===== src/rtl/trade_sma_pkg.sv =====
// Shared types and width helpers for the SMA trend/position engine.
// The trade processing unit imports the same helpers so that its score and count
// widths always match the widths this engine produces.
package trade_sma_pkg;

    typedef enum logic [1:0] {
        POS_FLAT     = 2'd0,
        POS_LONG     = 2'd1,
        POS_SHORT    = 2'd2,
        POS_COOLDOWN = 2'd3
    } pos_state_t;

    // Full-precision signed score width.
    // One bit is for the sign of each difference. clog2(np) bits are for the sum.
    // The last bit is headroom, so the score can be negated without wrapping.
    function automatic int score_width(input int dw, input int np);
        return dw + 1 + $clog2(np) + 1;
    endfunction

    // Width needed to count 0..n set bits.
    function automatic int cnt_width(input int n);
        return $clog2(n + 1);
    endfunction

endpackage


===== src/rtl/sma_popcount.sv =====
// Purely combinational count of the set bits in a vector.
module sma_popcount #(
    parameter int N = 6,
    parameter int W = $clog2(N + 1)
) (
    input  logic [N-1:0] bits,
    output logic [W-1:0] count
);

    // Add each bit into a running total.
    always_comb begin
        count = '0;
        for (int i = 0; i < N; i++) begin
            count = count + W'(bits[i]);
        end
    end

endmodule


===== src/rtl/trade_sma_engine.sv =====
// Trend engine that sits between the SMA pre-processing block and the trade processing unit.
//
// Pipeline stages:
//   Stage 1 registers the per-SMA rising/falling flags against the previous accepted sample.
//   Stage 1 also registers the fast-minus-slow differences.
//   Stage 2 sums the score and counts the confluence.
//   Stage 2 then runs the position FSM and registers the outputs.
//
// Handshake: there is no backpressure.
//   Every cycle with data_valid_pre high is accepted.
//   Exactly two cycles later, data_valid_sma is high for one cycle.
//   buy_signal and sell_signal are only ever high in a data_valid_sma cycle.
//   position is the FSM state itself and can be read in any cycle.
module trade_sma_engine
    import trade_sma_pkg::*;
#(
    parameter int DATA_WIDTH           = 8,
    parameter int NUM_SMA              = 6,
    parameter int NUM_PAIRS            = 2,
    parameter int ENTRY_THRESHOLD      = 77,
    parameter int EXIT_THRESHOLD       = 20,
    parameter int CONFLUENCE_THRESHOLD = 3,
    parameter int COOLDOWN_SAMPLES     = 4
) (
    input  logic                          clk,
    input  logic                          rst,
    input  logic                          data_valid_pre,
    input  logic [NUM_SMA*DATA_WIDTH-1:0] sma_in,
    output logic                          buy_signal,
    output logic                          sell_signal,
    output logic [1:0]                    position,
    output logic                          data_valid_sma
);

    localparam int DW1     = DATA_WIDTH + 1;
    localparam int SW      = score_width(DATA_WIDTH, NUM_PAIRS);
    localparam int CW      = cnt_width(NUM_SMA);
    localparam int CDW     = (COOLDOWN_SAMPLES > 1) ? $clog2(COOLDOWN_SAMPLES) : 1;
    localparam int CD_LOAD = (COOLDOWN_SAMPLES > 0) ? COOLDOWN_SAMPLES - 1 : 0;

    localparam logic signed [SW-1:0] ENTRY_S = SW'(ENTRY_THRESHOLD);
    localparam logic signed [SW-1:0] EXIT_S  = SW'(EXIT_THRESHOLD);
    localparam logic [CW-1:0]        CONF_C  = CW'(CONFLUENCE_THRESHOLD);

    // An exit goes to COOLDOWN, unless the cooldown is disabled.
    localparam pos_state_t EXIT_STATE = (COOLDOWN_SAMPLES == 0) ? POS_FLAT : POS_COOLDOWN;

    // ---------------- stage 1 state ----------------
    logic [NUM_SMA*DATA_WIDTH-1:0] prev_d,    prev_q;
    logic                          primed_d,  primed_q;
    logic [NUM_SMA-1:0]            rising_d,  rising_q;
    logic [NUM_SMA-1:0]            falling_d, falling_q;
    logic [NUM_PAIRS*DW1-1:0]      diff_d,    diff_q;
    logic                          warm1_d,   warm1_q;
    logic                          valid1_d,  valid1_q;

    // ---------------- stage 2 / FSM state ----------------
    pos_state_t                    state_d,   state_q;
    logic [CDW-1:0]                cd_cnt_d,  cd_cnt_q;
    logic                          buy_d,     buy_q;
    logic                          sell_d,    sell_q;
    logic                          dv_d,      dv_q;

    logic signed [SW-1:0]          score;
    logic signed [SW-1:0]          neg_score;
    logic [CW-1:0]                 up_cnt;
    logic [CW-1:0]                 dn_cnt;
    logic                          long_cond;
    logic                          short_cond;
    logic                          long_exit;
    logic                          short_exit;

    // Stage 1: compare the sample against the history, capture the pair differences, and update the history.
    // Idle cycles hold every register, so gaps never disturb the trend comparison.
    always_comb begin
        prev_d    = prev_q;
        primed_d  = primed_q;
        rising_d  = rising_q;
        falling_d = falling_q;
        diff_d    = diff_q;
        warm1_d   = warm1_q;
        valid1_d  = data_valid_pre;
        if (data_valid_pre) begin
            prev_d   = sma_in;
            primed_d = 1'b1;
            warm1_d  = !primed_q;
            for (int i = 0; i < NUM_SMA; i++) begin
                rising_d[i]  = sma_in[i*DATA_WIDTH +: DATA_WIDTH] > prev_q[i*DATA_WIDTH +: DATA_WIDTH];
                falling_d[i] = sma_in[i*DATA_WIDTH +: DATA_WIDTH] < prev_q[i*DATA_WIDTH +: DATA_WIDTH];
            end
            for (int k = 0; k < NUM_PAIRS; k++) begin
                diff_d[k*DW1 +: DW1] = {1'b0, sma_in[k*DATA_WIDTH +: DATA_WIDTH]}
                                     - {1'b0, sma_in[(k+NUM_PAIRS)*DATA_WIDTH +: DATA_WIDTH]};
            end
        end
    end

    // Stage 1 registers.
    always_ff @(posedge clk) begin
        if (!rst) begin
            prev_q    <= '0;
            primed_q  <= 1'b0;
            rising_q  <= '0;
            falling_q <= '0;
            diff_q    <= '0;
            warm1_q   <= 1'b0;
            valid1_q  <= 1'b0;
        end else begin
            prev_q    <= prev_d;
            primed_q  <= primed_d;
            rising_q  <= rising_d;
            falling_q <= falling_d;
            diff_q    <= diff_d;
            warm1_q   <= warm1_d;
            valid1_q  <= valid1_d;
        end
    end

    sma_popcount #(.N(NUM_SMA), .W(CW)) u_up_cnt (.bits(rising_q),  .count(up_cnt));
    sma_popcount #(.N(NUM_SMA), .W(CW)) u_dn_cnt (.bits(falling_q), .count(dn_cnt));

    // Stage 2: sum the sign-extended differences at full precision.
    always_comb begin
        score = '0;
        for (int k = 0; k < NUM_PAIRS; k++) begin
            score = score + SW'(signed'(diff_q[k*DW1 +: DW1]));
        end
    end

    assign neg_score = -score;

    // The warm-up sample only primes the history.
    // Every entry and exit condition is masked for that sample.
    assign long_cond  = !warm1_q && (score > ENTRY_S) && (up_cnt >= CONF_C);
    assign short_cond = !warm1_q && (neg_score > ENTRY_S) && (dn_cnt >= CONF_C);
    assign long_exit  = !warm1_q && (score < EXIT_S);
    assign short_exit = !warm1_q && (neg_score < EXIT_S);

    // Position FSM next-state logic. The FSM only advances on cycles where a stage-1 result is valid.
    always_comb begin
        state_d  = state_q;
        cd_cnt_d = cd_cnt_q;
        buy_d    = 1'b0;
        sell_d   = 1'b0;
        dv_d     = valid1_q;
        if (valid1_q) begin
            case (state_q)
                POS_FLAT: begin
                    if (long_cond) begin
                        state_d = POS_LONG;
                        buy_d   = 1'b1;
                    end else if (short_cond) begin
                        state_d = POS_SHORT;
                        sell_d  = 1'b1;
                    end
                end
                POS_LONG: begin
                    // A strong reversal only closes the position.
                    // A short needs a fresh entry from FLAT.
                    if (long_exit) begin
                        state_d  = EXIT_STATE;
                        cd_cnt_d = CDW'(CD_LOAD);
                        sell_d   = 1'b1;
                    end
                end
                POS_SHORT: begin
                    if (short_exit) begin
                        state_d  = EXIT_STATE;
                        cd_cnt_d = CDW'(CD_LOAD);
                        buy_d    = 1'b1;
                    end
                end
                POS_COOLDOWN: begin
                    if (cd_cnt_q == '0) begin
                        state_d = POS_FLAT;
                    end else begin
                        cd_cnt_d = cd_cnt_q - CDW'(1);
                    end
                end
                default: state_d = POS_FLAT;
            endcase
        end
    end

    // Stage 2 registers: FSM state, cooldown counter and the registered outputs.
    always_ff @(posedge clk) begin
        if (!rst) begin
            state_q  <= POS_FLAT;
            cd_cnt_q <= '0;
            buy_q    <= 1'b0;
            sell_q   <= 1'b0;
            dv_q     <= 1'b0;
        end else begin
            state_q  <= state_d;
            cd_cnt_q <= cd_cnt_d;
            buy_q    <= buy_d;
            sell_q   <= sell_d;
            dv_q     <= dv_d;
        end
    end

    assign buy_signal     = buy_q;
    assign sell_signal    = sell_q;
    assign data_valid_sma = dv_q;
    assign position       = state_q;

endmodule


===== config.mk =====
export PLATFORM = sky130hd
export DESIGN_NAME = trade_sma_engine
export DESIGN_NICKNAME = d
export VERILOG_FILES = /design/src/rtl/trade_sma_pkg.sv /design/src/rtl/sma_popcount.sv /design/src/rtl/trade_sma_engine.sv
export SDC_FILE = /design/constraint.sdc
export NUM_CORES = 1
export LEC_CHECK = 0
export ABC_AREA = 1
export CAP_MARGIN = 20
export CORE_MARGIN = 3
export CORE_UTILIZATION = 57
export CTS_BUF_LIST = sky130_fd_sc_hd__clkbuf_8
export DETAILED_ROUTE_END_ITERATION = 10
export PLACE_DENSITY = 0.88
export SLEW_MARGIN = 10
export SYNTH_ARGS = -nofsm -noshare
export SYNTH_HDL_FRONTEND = slang
export SYNTH_SLANG_ARGS = --single-unit

===== constraint.sdc =====
create_clock -name clk -period 5.8 [get_ports clk]
set_input_delay 1.16 -clock clk [delete_from_list [all_inputs] [get_ports clk]]
set_output_delay 1.16 -clock clk [all_outputs]
set_load 0.01 [all_outputs]

# [Word level (Yosys, flattened, before mapping)]
# Cells that the tools add are included.
[totals] register_bits=88 elab_cells=82 output_inout_bits=5
[classes] add_sub_neg=15 n_eq_ne=8 n_lt_le_gt_ge=18 reduce_logical=14 mux=15
[op_table] operator="$gt 8x8->1" n=6
[op_table] operator="$lt 8x8->1" n=6
[op_table] operator="$add 3x1->3" n=8
[op_table] operator="$sub 8x8->9" n=2
[op_table] operator="$mux 2" n=6
[op_table] operator="$gt 11x8->1 const B" n=1
[op_table] operator="$lt 11x6->1 const B" n=1
[op_table] operator="$neg 10->11" n=1
[op_table] operator="$add 9x9->10" n=1
[op_table] operator="$gt 10x8->1 const B" n=1
[op_table] operator="$lt 10x6->1 const B" n=1
[op_table] operator="$reduce_and 5->1" n=2
[op_table] operator="$ne 2x2->1 const B" n=4
[op_table] operator="$pmux 2 s4" n=1
[op_table] operator="$ge 3x2->1 const B" n=2
[op_table] operator="$logic_and 1x1->1" n=6
[op_table] operator="$pmux 2 s3" n=1
[op_table] operator="$mux 1" n=5
[op_table] operator="$add 1x1->2" n=2
[op_table] operator="$eq 2x2->1 const B" n=2
[op_table] operator="$logic_not 2->1" n=2
[op_table] operator="$pmux 1 s2" n=2
[op_table] operator="$ne 3x3->1 const B" n=1
[op_table] operator="$reduce_bool 3->1" n=1
[op_table] operator="4 further kinds" n=5

# [Logic depth before layout (Yosys ltp)]
[depth] word_depth=10 mapped_depth=23 mapped_depth_nobuf=23

# [Hierarchy]
# From an unflattened synthesis, not the netlist that was laid out.
[unflattened] hier_cells=844 hier_area_um2=6062.1
[by_module_without_submodules] mod="trade_sma_engine" seq_area_each_um2=1761.7 n_inst=1 area_each_um2=5856.9 cells_each=820
[by_module_without_submodules] mod="sma_popcount" seq_area_each_um2=0.0 n_inst=2 area_each_um2=102.6 cells_each=12

# [Worst setup path after synthesis]
# No wires, ideal clock.
[synth_timing] path_kind="input-to-reg" startpoint="input sma_in[26]" endpoint="register diff_q[16]" arrival_ps=2664 n_path_buf=0 path_stages=14 setup_ps=117 required_ps=5683 setup_slack_ps=3019 cell_sequence="inv_1 > ha_1 > a21oi_1 > o21ai_0 > a21oi_1 > inv_1 > a21oi_1 > inv_1 > a21oi_1 > nor2_1 > nor2_1 > nor2_1 > o221ai_1 > inv_1"
[synth_between] elab_chain_len=1
[synth_rtl] item="start: declaration" line="trade_sma_engine.sv:28" source="input logic [NUM_SMA*DATA_WIDTH-1:0] sma_in,"
[synth_rtl] item="$sub 8x8->9" line="trade_sma_engine.sv:93" source="- {1'b0, sma_in[(k+NUM_PAIRS)*DATA_WIDTH +: DATA_WIDTH]};"
[synth_rtl] item="end signal: assignment" line="trade_sma_engine.sv:113" source="diff_q <= diff_d;"
[synth_rtl] item="end: declaration" line="trade_sma_engine.sv:53" source="logic [NUM_PAIRS*DW1-1:0] diff_d, diff_q;"
# No other way between the ends.
# A chain may end at the register's enable or synchronous reset.

# [Final worst setup path]
[layout_timing] startpoint="input sma_in[0]" endpoint="register diff_q[8]"
# The elaborated chain is that of the path after synthesis.

==> out/metrics.cfg <==
[layout]
multiInputGateArea_sq_um=3560
antenna_cells=0
drive_gt1_share_pct=5.51
nets=1028
syn2layout_area_growth_pct=13.6
regArea_sq_um=1760
fin_util_pct=68.4
fill_cells=852

[place]
port_buffers=55
dp_slack_ps=2360
gp_congestion=0.855
dp_hpwl_um=9510

[global_route]
grt_pass1_vias=5080
overflow=0
grt_pass1_wl_um=21900
grt_usage_pct=22.6
antenna_found_initial=0
grt_max_degree=75

[synth]
synth_xor_area_share_pct=1.60
ys_top_cells_by_area=dfxtp_1, ha_1, inv_1
yosysWarnings=0
synthesis.area_sq_um=6020
netlist.area_leader.share_pct=29.3
netlist_top_cells_count=inv_1, nand2_1, a21oi_1
synth_nets=984
synth-async-reset-ratio_pct=0
synth-seq-area-share_pct=29.3
synthDistinctLibCells=39
ys_ff_latch=88
synth_compound_area_share_pct=18.7
synth_top_area_cell=dfxtp_1
synthFlopType=dfxtp_1
yosysMostFrequentCell=inv_1
synth.mux.area_fraction_pct=0
syn_inst=841
avgSynthCellArea_sq_um=7.15
synthSimpleGateAreaFrac_pct=18.7
synth_adder_area_share_pct=20.3
synth-edff-count=0
synth_top_family_by_area=adder cells

[die]
fp.coreArea_sq_um=10000
row_count=36
die_y_um=109
dieArea_sq_um=11800
io_pins=56
start_util_pct=60.2
die-width_um=109

[sta]
tightest_slew_ps=885
fin_ws_ps=2700
setup_viol_count_final=0
period_needed_ps=3100
slew_headroom_pct=40.9
fin_tns_setup_ps=0
final.setup_skew_ps=18.0
finalHoldViolCount=0
slew_viol_final=0
rsz0062_at_grt=false
max_freq_mhz=323
min_period_over_period_pct=53.4

[drt]
drc=0
dr.pass1.iters=5
wl_per_cell_um=12.4
drt-vias-per-instance=5.26
drt_iter0_drc=281
routed_wl_um=12600
via_count=5376
ant_nets=0

[critical_path]
crit_fanout=3
cp.required_ps=6010
start_kind=primary input
worstSetupPathType=primary input to flip-flop
worstSetupEndpointType=flip-flop
arrival_ps=3300

[clock_network]
clock-root-buffer=clkbuf_8
cts_tree=done
clock_latency_ps=350
htreeDepth=3
clk_pin_slew_ps=90
cts_buffers=9
cts_hold_buf=0
post_cts_buffers=0
clock_sinks=88
clockBufferDepth=2
post_cts_resized=0

[pwr]
peakVddDrop_uv=149
total_power_uw=1600
power.static_leakage_uw=0.00331
powerDensity_nw_per_um2=234

[hold_path]
min_path_type=flip-flop to flip-flop

[outcome]
run_status=completed

[flow_run]
max-cap-violations=0

-- metrics by stage --
stage               instances  cell area, sq um  hold slack, ps
floorplan                 841              6020             410
global placement         1007              6650             431
global route             1022              6840             464
finish                   1022              6840             457
CTS                      1022              6840             454
detailed placement       1007              6650             441
-- report_power, final --
group	internal, uW	total (uW)	switching [uW]
Clock	195	414	219
Combinational	203	509	305
Sequential	651	675	24.0
-- final timing paths --
path / cells after the start / to / from / slack, ps
setup / recovery: 11 / diff_q[8] / sma_in[0] / 2700
hold / removal: 1 / warm1_q / primed_q / 460
setup reg to reg: 13 / position[0] / rising_q[0] / 2810
hold reg to reg: 1 / warm1_q / primed_q / 460
-- critical path: stages --
cell and delay [ps]:
clkdlybuf4s50_1 450, inv_1 60, ha_1 220, fa_1 400, o21ai_0 360, a21oi_1 110
nor2_1 110, nor2_1 70, o21ai_0 160, a211o_1 150, a21oi_1 50
-- logic make-up (layout without fill, tap and decap cells) --
| family | Yosys count | after routing |
|---|---|---|
| adder cells (fa/ha/maj) | 92 | 92 |
| AND/OR/NAND/NOR | 253 | 253 |
| XOR/XNOR | 11 | 11 |
| flip-flops | 88 | 88 |
| AO/OA/AOI/OAI | 213 | 213 |
| buffers and inverters | 184 | 232 |
-- flip-flops by register name (all words and copies together), names as in the netlist --
signal,flops
prev_q,48
warm1_q,1
diff_q,18
sell_signal,1
position,2
cd_cnt_q,2
data_valid_sma,1
primed_q,1
rising_q,6
dv_d,1
buy_signal,1
falling_q,6
-- area by class of cell --
cell class                 count  area share, %
clock buffer                   9           1.81
tap                          133           2.43
clock inverter                 6          0.897
inverter                     159           8.73
sequential                    88           25.8
multi-input combinational    569           52.1
timing repair buffer          58           8.24
-- cell usage in the layout (no fill, tap or decap), drive strengths merged, types with 6 or more instances in the layout --
cell type      count
dfxtp             88
nand4             15
nor2              72
ha                83
nand3             32
clkdlybuf4s50     53
clkbuf             9
a21oi            104
o21ai             90
nand2            129
fa                 9
a211oi             6
inv              161
xor2               8
-- per-layer routing --
metal / GRT usage (%) / vias up / routed length (um)
met4: 6.67 / 0 / 279
met2: 39.2 / 119 / 6110
met5: 0 / - / 0
li1: - / 2833 / -
met3: 4.68 / 28 / 507
met1: 28.4 / 2396 / 5750
No activity file was read; power rests on OpenSTA's default activity.
